--- src/rtl/usr_pkg.sv ---
// Shared mode encodings for the universal shift register.
package usr_pkg;

  localparam int unsigned MODE_W = 3;

  localparam logic [MODE_W-1:0] MODE_HOLD = 3'b000;
  localparam logic [MODE_W-1:0] MODE_SHL  = 3'b001;
  localparam logic [MODE_W-1:0] MODE_SHR  = 3'b010;
  localparam logic [MODE_W-1:0] MODE_ROL  = 3'b011;
  localparam logic [MODE_W-1:0] MODE_ROR  = 3'b100;
  localparam logic [MODE_W-1:0] MODE_LOAD = 3'b101;
  localparam logic [MODE_W-1:0] MODE_CLR  = 3'b110;
  localparam logic [MODE_W-1:0] MODE_SET  = 3'b111;

endpackage

--- src/rtl/dff_cell.sv ---
// Single-bit rising-edge flop with synchronous active-high reset and a
// separately registered complement output.
module dff_cell (
  input  logic clk,
  input  logic rst,
  input  logic rst_val,
  input  logic d,
  output logic q,
  output logic qbar
);

  // qbar has its own flop so neither output passes through combinational logic.
  always_ff @(posedge clk) begin
    if (rst) begin
      q    <= rst_val;
      qbar <= ~rst_val;
    end else begin
      q    <= d;
      qbar <= ~d;
    end
  end

endmodule

--- src/rtl/univ_shift_reg.sv ---
// WIDTH-bit universal register: hold, shift, rotate, load, clear and set,
// built from per-bit dff_cell flops.
module univ_shift_reg
  import usr_pkg::*;
#(
  parameter int unsigned      WIDTH     = 8,
  parameter logic [WIDTH-1:0] RESET_VAL = {WIDTH{1'b0}}
) (
  input  logic              clk,
  input  logic              rst,
  input  logic              en,
  input  logic [MODE_W-1:0] mode,
  input  logic [WIDTH-1:0]  d,
  input  logic              sin_l,
  input  logic              sin_r,
  output logic [WIDTH-1:0]  q,
  output logic [WIDTH-1:0]  qbar,
  output logic              sout_l,
  output logic              sout_r
);

  // Extended vectors keep shifts and rotates legal when WIDTH is 1.
  logic [WIDTH:0]   shl_ext, shr_ext, rol_ext, ror_ext;
  logic [WIDTH-1:0] nxt;

  always_comb begin
    shl_ext = {q, sin_l};
    shr_ext = {sin_r, q};
    rol_ext = {q, q[WIDTH-1]};
    ror_ext = {q[0], q};
    nxt     = q;
    if (en) begin
      unique case (mode)
        MODE_HOLD: nxt = q;
        MODE_SHL:  nxt = shl_ext[WIDTH-1:0];
        MODE_SHR:  nxt = shr_ext[WIDTH:1];
        MODE_ROL:  nxt = rol_ext[WIDTH-1:0];
        MODE_ROR:  nxt = ror_ext[WIDTH:1];
        MODE_LOAD: nxt = d;
        MODE_CLR:  nxt = '0;
        MODE_SET:  nxt = '1;
        default:   nxt = q;
      endcase
    end
  end

  for (genvar i = 0; i < WIDTH; i++) begin : g_bit
    dff_cell u_cell (
      .clk     (clk),
      .rst     (rst),
      .rst_val (RESET_VAL[i]),
      .d       (nxt[i]),
      .q       (q[i]),
      .qbar    (qbar[i])
    );
  end

  assign sout_l = q[WIDTH-1];
  assign sout_r = q[0];

endmodule

--- config.mk ---
export PLATFORM = sky130hd
export DESIGN_NAME = univ_shift_reg
export DESIGN_NICKNAME = d
export VERILOG_FILES = /design/src/rtl/usr_pkg.sv /design/src/rtl/dff_cell.sv /design/src/rtl/univ_shift_reg.sv
export SDC_FILE = /design/constraint.sdc
export NUM_CORES = 1
export LEC_CHECK = 0
export CORE_UTILIZATION = 35
export DETAILED_ROUTE_END_ITERATION = 8
export PLACE_DENSITY = 0.75
export SYNTH_ARGS = -nofsm -noshare
export SYNTH_HDL_FRONTEND = slang
export SYNTH_HIERARCHICAL = 1
export SYNTH_SLANG_ARGS = --single-unit
export TNS_END_PERCENT = 1
--- constraint.sdc ---
create_clock -name clk -period 2.1 [get_ports clk]
set_clock_uncertainty 0.1 [all_clocks]
set_input_delay 0.42 -clock clk [delete_from_list [all_inputs] [get_ports clk]]
set_output_delay 0.42 -clock clk [all_outputs]
set_load 0.05 [all_outputs]
# --- Word level (Yosys, flattened, before mapping) ---
# Index checks and enable logic that the tools add are counted.
# W data, S select, Z words.
op_classes:
  n_eq_ne: 7
  mux: 2
  n_bitwise: 8
  n_reduce_logical: 1
op_table:
  columns: ["operator", "n"]
  rows:
  - ["$pmux W8 S8", 1]
  - ["$eq A3 B3 Y1 const B", 4]
  - ["$mux W8", 1]
  - ["$not A1 Y1", 8]
  - ["$eq A3 B2 Y1 const B", 2]
  - ["$eq A3 B1 Y1 const B", 1]
  - ["$logic_not A3 Y1", 1]
word_totals:
  regBits: 16
  out_inout_bits: 18
  elab_cells: 34

# --- Logic depth before layout (Yosys ltp) ---
# Gate-level depths: netlist (run 1).
depth:
  ltp_word: 4
  mapped_depth: 6

# --- Hierarchy ---
# The synthesis (run 1) kept the hierarchy.
by_module_without_submodules:
  columns: ["module", "n_inst", "cells_each", "area_each_um2"]
  rows:
  - ["dff_cell", 8, 4, 65.1]
  - ["univ_shift_reg", 1, 79, 508.0]

# --- Worst setup path after synthesis (run 1) ---
# OpenSTA, ideal clock, no wires.
synth_timing:
  path_type: "input to register"
  startpoint: "input mode[1]"
  endpoint: "register g_bit[0].u_cell.q"
  t_arrival_ns: 1.409
  path_slack_ns: 0.470
  cell_stages: 5
  path_cell_list: "buf_6 mux2_2 o211ai_1 a41oi_1 mux2_4"
synth_via:
  elab_chain_len: 3
synth_lines:
  columns: ["item", "line", "text"]
  rows:
  - ["from (decl)", "univ_shift_reg.sv:12", "input logic [MODE_W-1:0] mode,"]
  - ["$eq A3 B3 Y1, or another cell as far along", "univ_shift_reg.sv:33", "unique case (mode)"]
  - ["$pmux W8 S8 *", "univ_shift_reg.sv:33", null]
  - ["$mux W8 *", "univ_shift_reg.sv:32", "if (en) begin"]
  - ["via nxt[0]", "univ_shift_reg.sv:24", "logic [WIDTH-1:0] nxt;"]
  - ["to (signal assigned)", "dff_cell.sv:15", "q <= rst_val;"]
  - ["to (decl)", "dff_cell.sv:8", "output logic q,"]
# Mark *: on every way through the listed nets, which the timed path passes. The rest lies on a longest branch.
# A chain may end at the register's enable or synchronous reset.

# --- Final worst setup path (run 1) ---
layout_timing:
  startpoint: "register g_bit[2].u_cell.q"
  endpoint: "output q[2]"
layout_lines:
  columns: ["item", "line", "text"]
  rows:
  - ["from (decl)", "dff_cell.sv:8", null]
  - ["from (signal assigned)", "dff_cell.sv:15", null]
  - ["to (decl)", "univ_shift_reg.sv:16", "output logic [WIDTH-1:0] q,"]
# No word-level cell between the ends.

==> impl_metrics.ini, run 1 <==
[pwr]
finalPower_uw = 983
p_leak_uw = 0.000669
peakVddDrop_v = 0.000545
p_per_area_nw_per_um2 = 663

[logic_synthesis]
synth_area_leader_cell = dfxtp_1
syn_area_um2 = 1030
synthTopCellsByArea = dfxtp_1 31%, mux2_4 12%, mux2i_1 7.8%
synth.top_cell.area_share_pct = 31.1
postSynthAreaPerCell_um2 = 9.27
synth_ff_type = dfxtp_1
syn_inst = 111
synth_cell_types = 27
ys_ff_latch = 16
synth-async-reset-ratio_pct = 0
synth_most_common_cell = dfxtp_1
ys_seq_area_share_pct = 31.1
yosysWarnings = 6
synth_edf_count = 0
yosys-top-cells-count = 16 x dfxtp_1, 10 x nor2_1, 8 x mux2_4, 8 x mux2i_1, 8 x nand2_1

[worst_hold_path]
hp-class = reg2reg
holdPathEnd = g_bit[0].u_cell/qbar
min_path_cells = 3
min_from = g_bit[0].u_cell/q

[detailed_routing]
drtPass1Iterations = 4
antenna_left = 0
vias = 976
post_drt_wl_per_cell_um = 13.6
wirelength_um = 2630
post-route-drc-count = 0
drtIter0Drc = 26
vias_per_cell = 5.06

[grt]
antenna_found_initial = 0
track_usage_pct = 17.7
grt_max_degree = 26
grt_pass1_vias = 938
grt_remaining_overflow = 0
grt_pass1_wl_um = 4370

[clocking]
postCtsHoldBufs = 0
clock-root-buffer = clkbuf_4
htreeDepth = 1
cts_tree = yes
path_clk_slew_ps = 90
cts_made_buffers = 3
clk_latency_ps = 290
cts.sinks = 16
cts_buffer_depth = 2

[setup_path]
worstRegToRegCells = 4
critPathSlowestCell = clkdlybuf4s50_1
arrival_ps = 1540
slowest_delay_ps = 840
path_buf_inv = 1
r2r_slack_ps = 600
crit_path_cell_trace = clkdlybuf4s50_1
start_kind = register
crit_path_end_kind = primary output
crit_fanout = 5
r2r_end = g_bit[0].u_cell/q
critPathKind = reg2out
r2r-start = g_bit[7].u_cell/q
required_ps = 1580
crit_family = buffers and inverters

[finish]
drive_gt1_share_pct = 17.3
fin_cells = 193
diodes = 0
final_nets = 180
areaGrowthSynthToFinish_pct = 44.0
fin_area_um2 = 1480

[timing]
finalSetupViolCount = 0
tns_ps = 0
fmax_mhz = 486
rsz0062_at_grt = false
final_max_slew_viol_count = 0
period_needed_ps = 2060
hold_viol = 0
relSlewSlack_pct = 66.0
worst_pin_slew_ps = 508
finalCritPeriodShare_pct = 98.0

[place]
gp_congestion = 0.806
dpl_cell_area_um2 = 1450
post-dp-hpwl_um = 1920
placed_cells = 190
portBuffers = 33

[die]
start_util_pct = 37.0
die_area_um2 = 3160
io_pins = 34
die_y_um = 56.2
fp.dieW_um = 56.2
core_area_um2 = 2780
std_cell_rows = 19

[job]
drv_cap = 0

[status]
status = complete, no violations
[layout by cell type (no fill, tap or decap)]
master	instances
mux2_4	8
a211oi_1	6
buf_12	2
mux2i_1	8
nor2_1	10
nand2_1	8
nand3b_1	6
nand2b_1	2
clkbuf_4	3
inv_1	6
conb_1	16
dfxtp_1	16
o32a_1	6
nand3_1	1
o21ai_2	1
dlymetal6s2s_1	2
a21oi_1	7
a41oi_1	1
mux2_2	1
a211o_1	1
o31a_4	1
o21ai_0	6
a31oi_1	1
o211ai_1	1
clkdlybuf4s50_1	27
buf_4	12
nor3b_1	3
[flip-flops by register name (all words and copies together) (netlist names)]
name and cells:
g_bit.u_cell/qbar 8, g_bit.u_cell/q 8
[what timing repair did]
item,CTS,global route
endpoints found under the setup margin,0,2
gates resized for setup,0,2
buffers inserted,0,0
[report_power, final]
| part | total, uW | switching [uW] | internal [uW] | leakage, uW |
|---|---|---|---|---|
| Sequential | 373 | 30.7 | 342 | 0.000135 |
| Combinational | 444 | 258 | 186 | 0.000520 |
| Clock | 166 | 99.1 | 66.8 | 0.0000138 |
[metrics by stage]
stage | hold WS (ps) | setup slack, ps | utilization [%]
after detailed placement | 559 | -75.4 | 52.3
after floorplan | 467 | 470 | -
after global routing | 624 | 9.80 | 53.3
after global placement | 547 | -59.2 | 52.3
after CTS | 588 | 19.1 | 53.1
final | 587 | 41.4 | 53.3
[worst max-delay path by stage]
stage,from,cells past startpoint,slack (ps),endpoint
3_3_place_gp,mode[1],5,-60,g_bit[0].u_cell/q
4_1_cts,g_bit[4].u_cell/q,1,20,q[4]
5_1_grt,g_bit[0].u_cell/q,1,10,sout_r
3_5_place_dp,mode[2],5,-80,g_bit[5].u_cell/q
2_1_floorplan,mode[1],5,470,g_bit[0].u_cell/q
6_report,g_bit[2].u_cell/q,1,40,q[2]
[layout make-up]
cell class                 instances  area [um^2]
tap                               31         38.8
inverter                           6         22.5
clock buffer                       3         22.5
timing repair buffer              43          425
multi-input combinational         94          652
sequential                        16          320
fill                             270         1300
[cells by family after synthesis]
logic type,share of synthesized area (%)
flip-flops,31.1
buffers and inverters,10.9
other,0.365
multiplexers,20.6
AND/OR/NAND/NOR,14.8
AO/OA/AOI/OAI,22.1
[routing by layer]
layer  wire (um)  part of all wire [%]  vias to the layer above  GRT usage (%)
met2        1290                    49                       31           29.6
met1        1150                    44                      454           22.7
met4          43                   1.6                        0           7.67
met5           0                     0                        -              0
li1            -                     -                      486              -
met3         150                   5.7                        5           2.09
Power figures use the tool's default switching activity.
==> inputs of run 2 (changes only) <==
==> constraint.sdc (replaced) <==
create_clock -name clk -period 2.1 [get_ports clk]
set_clock_uncertainty 0.1 [all_clocks]
set_input_delay 0.42 -clock clk [delete_from_list [all_inputs] [get_ports clk]]
set_output_delay 0.42 -clock clk [all_outputs]
set_load 0.1 [all_outputs]
==> run 2 against run 1 <==
Non-clock buffer count unchanged. Core utilization is 0.36 points higher. Worst hold slack is essentially flat. Sequential share of layout area shrank 0.15 points. Sequential power increased by 2%. Power rose by 18%. Design area rose by 0.68%. Register-to-register slack got worse by 60 ps. Maximum frequency grew 7.3%. Final cell count is the same. Clock power down 3%. Critical path type is now in2reg. Largest cell class unchanged.
==> impl_metrics.ini, run 2 (same netlist as run 1, synthesis figures left out) <==
[finish]
seq_area_um2 = 320
multi_input_area_um2 = 652
drive_gt1_share_pct = 25.9
nFillCells = 246
diodes = 0
final_cell_mix = 22 x buf_4, 16 x conb_1, 16 x dfxtp_1
fin_area_um2 = 1490
final_common_cell = buf_4
areaGrowthSynthToFinish_pct = 45.0
largestRegisters = g_bit.u_cell/q (8), g_bit.u_cell/qbar (8)
final_nets = 180

[timing]
tns_ps = 0
period_needed_ps = 1920
fmax_mhz = 521
final_max_slew_viol_count = 0
finalCritPeriodShare_pct = 91.4
finalSetupViolCount = 0
rsz0062_at_grt = false
whs_ps = 587
hold_viol = 0

[setup_path]
crit_fanout = 23
crit_path_cell_trace = clkdlybuf4s50_1, buf_12, nand2_1, o21ai_0, o32a_1, mux2_4
arrival_ps = 2000
slowest_delay_ps = 450
crit_family = buffers and inverters
crit_path_end_kind = register
path_buf_inv = 2
critPathSlowestCell = clkdlybuf4s50_1
r2r_slack_ps = 540
critPathKind = in2reg
required_ps = 2180
start_kind = primary input

[grt]
grt_pass1_vias = 933
track_usage_pct = 17.0
grt_pass1_wl_um = 4170
grt_max_degree = 25
grt_remaining_overflow = 0
antenna_found_initial = 0

[job]
drv_cap = 0

[clocking]
post-cts-setup-buffers = 0
clk_latency_ps = 290
cts_tree = yes
cts_buffer_depth = 2
postCtsHoldBufs = 0
path_clk_slew_ps = 90
cts.sinks = 16
cts_made_buffers = 3
clock-root-buffer = clkbuf_4
htreeDepth = 1
ctsResizeCount = 0

[die]
std_cell_rows = 19
io_pins = 34
fp.dieW_um = 56.2
start_util_pct = 37.0
die_y_um = 56.2
die_area_um2 = 3160
core_area_um2 = 2780

[place]
portBuffers = 33
gp_congestion = 0.807
post-dp-hpwl_um = 1790
dpl_cell_area_um2 = 1470

[pwr]
finalPower_uw = 1150
internal-power_uw = 606
switching_share_pct = 47.5
clockPowerShare_pct = 13.9
peakVddDrop_v = 0.000547
p_seq_share_pct = 32.9
power.switching_uw = 549
p_leak_uw = 0.000682
p_per_area_nw_per_um2 = 774
combPwrFrac_pct = 53.2

[detailed_routing]
vias = 1000
drtIter0Drc = 31
wl_met3_um = 151
highest_layer = met4
dr_wl_met2_um = 1170
post-route-drc-count = 0
drt-met1-wl_um = 1100
antenna_left = 0
vias_per_cell = 5.18
post_drt_wl_per_cell_um = 12.9
wirelength_um = 2500
drtPass1Iterations = 6

[worst_hold_path]
hp-class = reg2reg

[status]
status = complete, no violations
==> run 2: cell count changes in the layout (fill, tap and decap cells not counted) <==
cell / change
clkdlybuf4s50_1: -12
buf_4: +10
buf_12: +4
dlymetal6s2s_1: -2
==> run 2: path summary, 6_finish.rpt <==
kind                     start                   end  depth (start not counted)
max reg2reg  g_bit[7].u_cell/q     g_bit[0].u_cell/q                          4
min          g_bit[0].u_cell/q  g_bit[7].u_cell/qbar                          3
min reg2reg  g_bit[0].u_cell/q  g_bit[7].u_cell/qbar                          3
max                    mode[0]     g_bit[1].u_cell/q                          6
==> run 2: per-layer routing <==
layer  up-vias  global-route usage, %
met5         -                      0
met4         0                   11.5
met3         8                   3.72
met2        41                   25.3
met1       460                   21.8
li1        491                      -
==> run 2: through the flow <==
| step | instances | util (%) | setup slack, ps |
|---|---|---|---|
| after floorplan | 126 | - | 159 |
| after global placement | 190 | 52.8 | -74.9 |
| after detailed placement | 190 | 52.8 | -110 |
| after CTS | 193 | 53.6 | 193 |
| after global routing | 193 | 53.6 | 123 |
| final | 193 | 53.6 | 181 |
==> run 2: cell type report <==
| type | count | area share (%) |
|---|---|---|
| sequential | 16 | 21.5 |
| tap | 31 | 2.60 |
| inverter | 6 | 1.51 |
| clock buffer | 3 | 1.51 |
| multi-input combinational | 94 | 43.7 |
| timing repair buffer | 43 | 29.2 |
==> run 2: power by group through the flow <==
stage,combinational [uW],sequential (uW),clock (uW)
after floorplan,185,650,0
after global routing,639,384,182
after CTS,614,380,164
after detailed placement,612,385,0
after global placement,606,385,0
final,615,380,161
==> run 2: worst register-to-register path, delay by kind of cell (launching register included) <==
kind               cells  cell delay [ps]
AOI/OAI and AO/OA      2              340
DFF                    1              410
muxes                  2              620
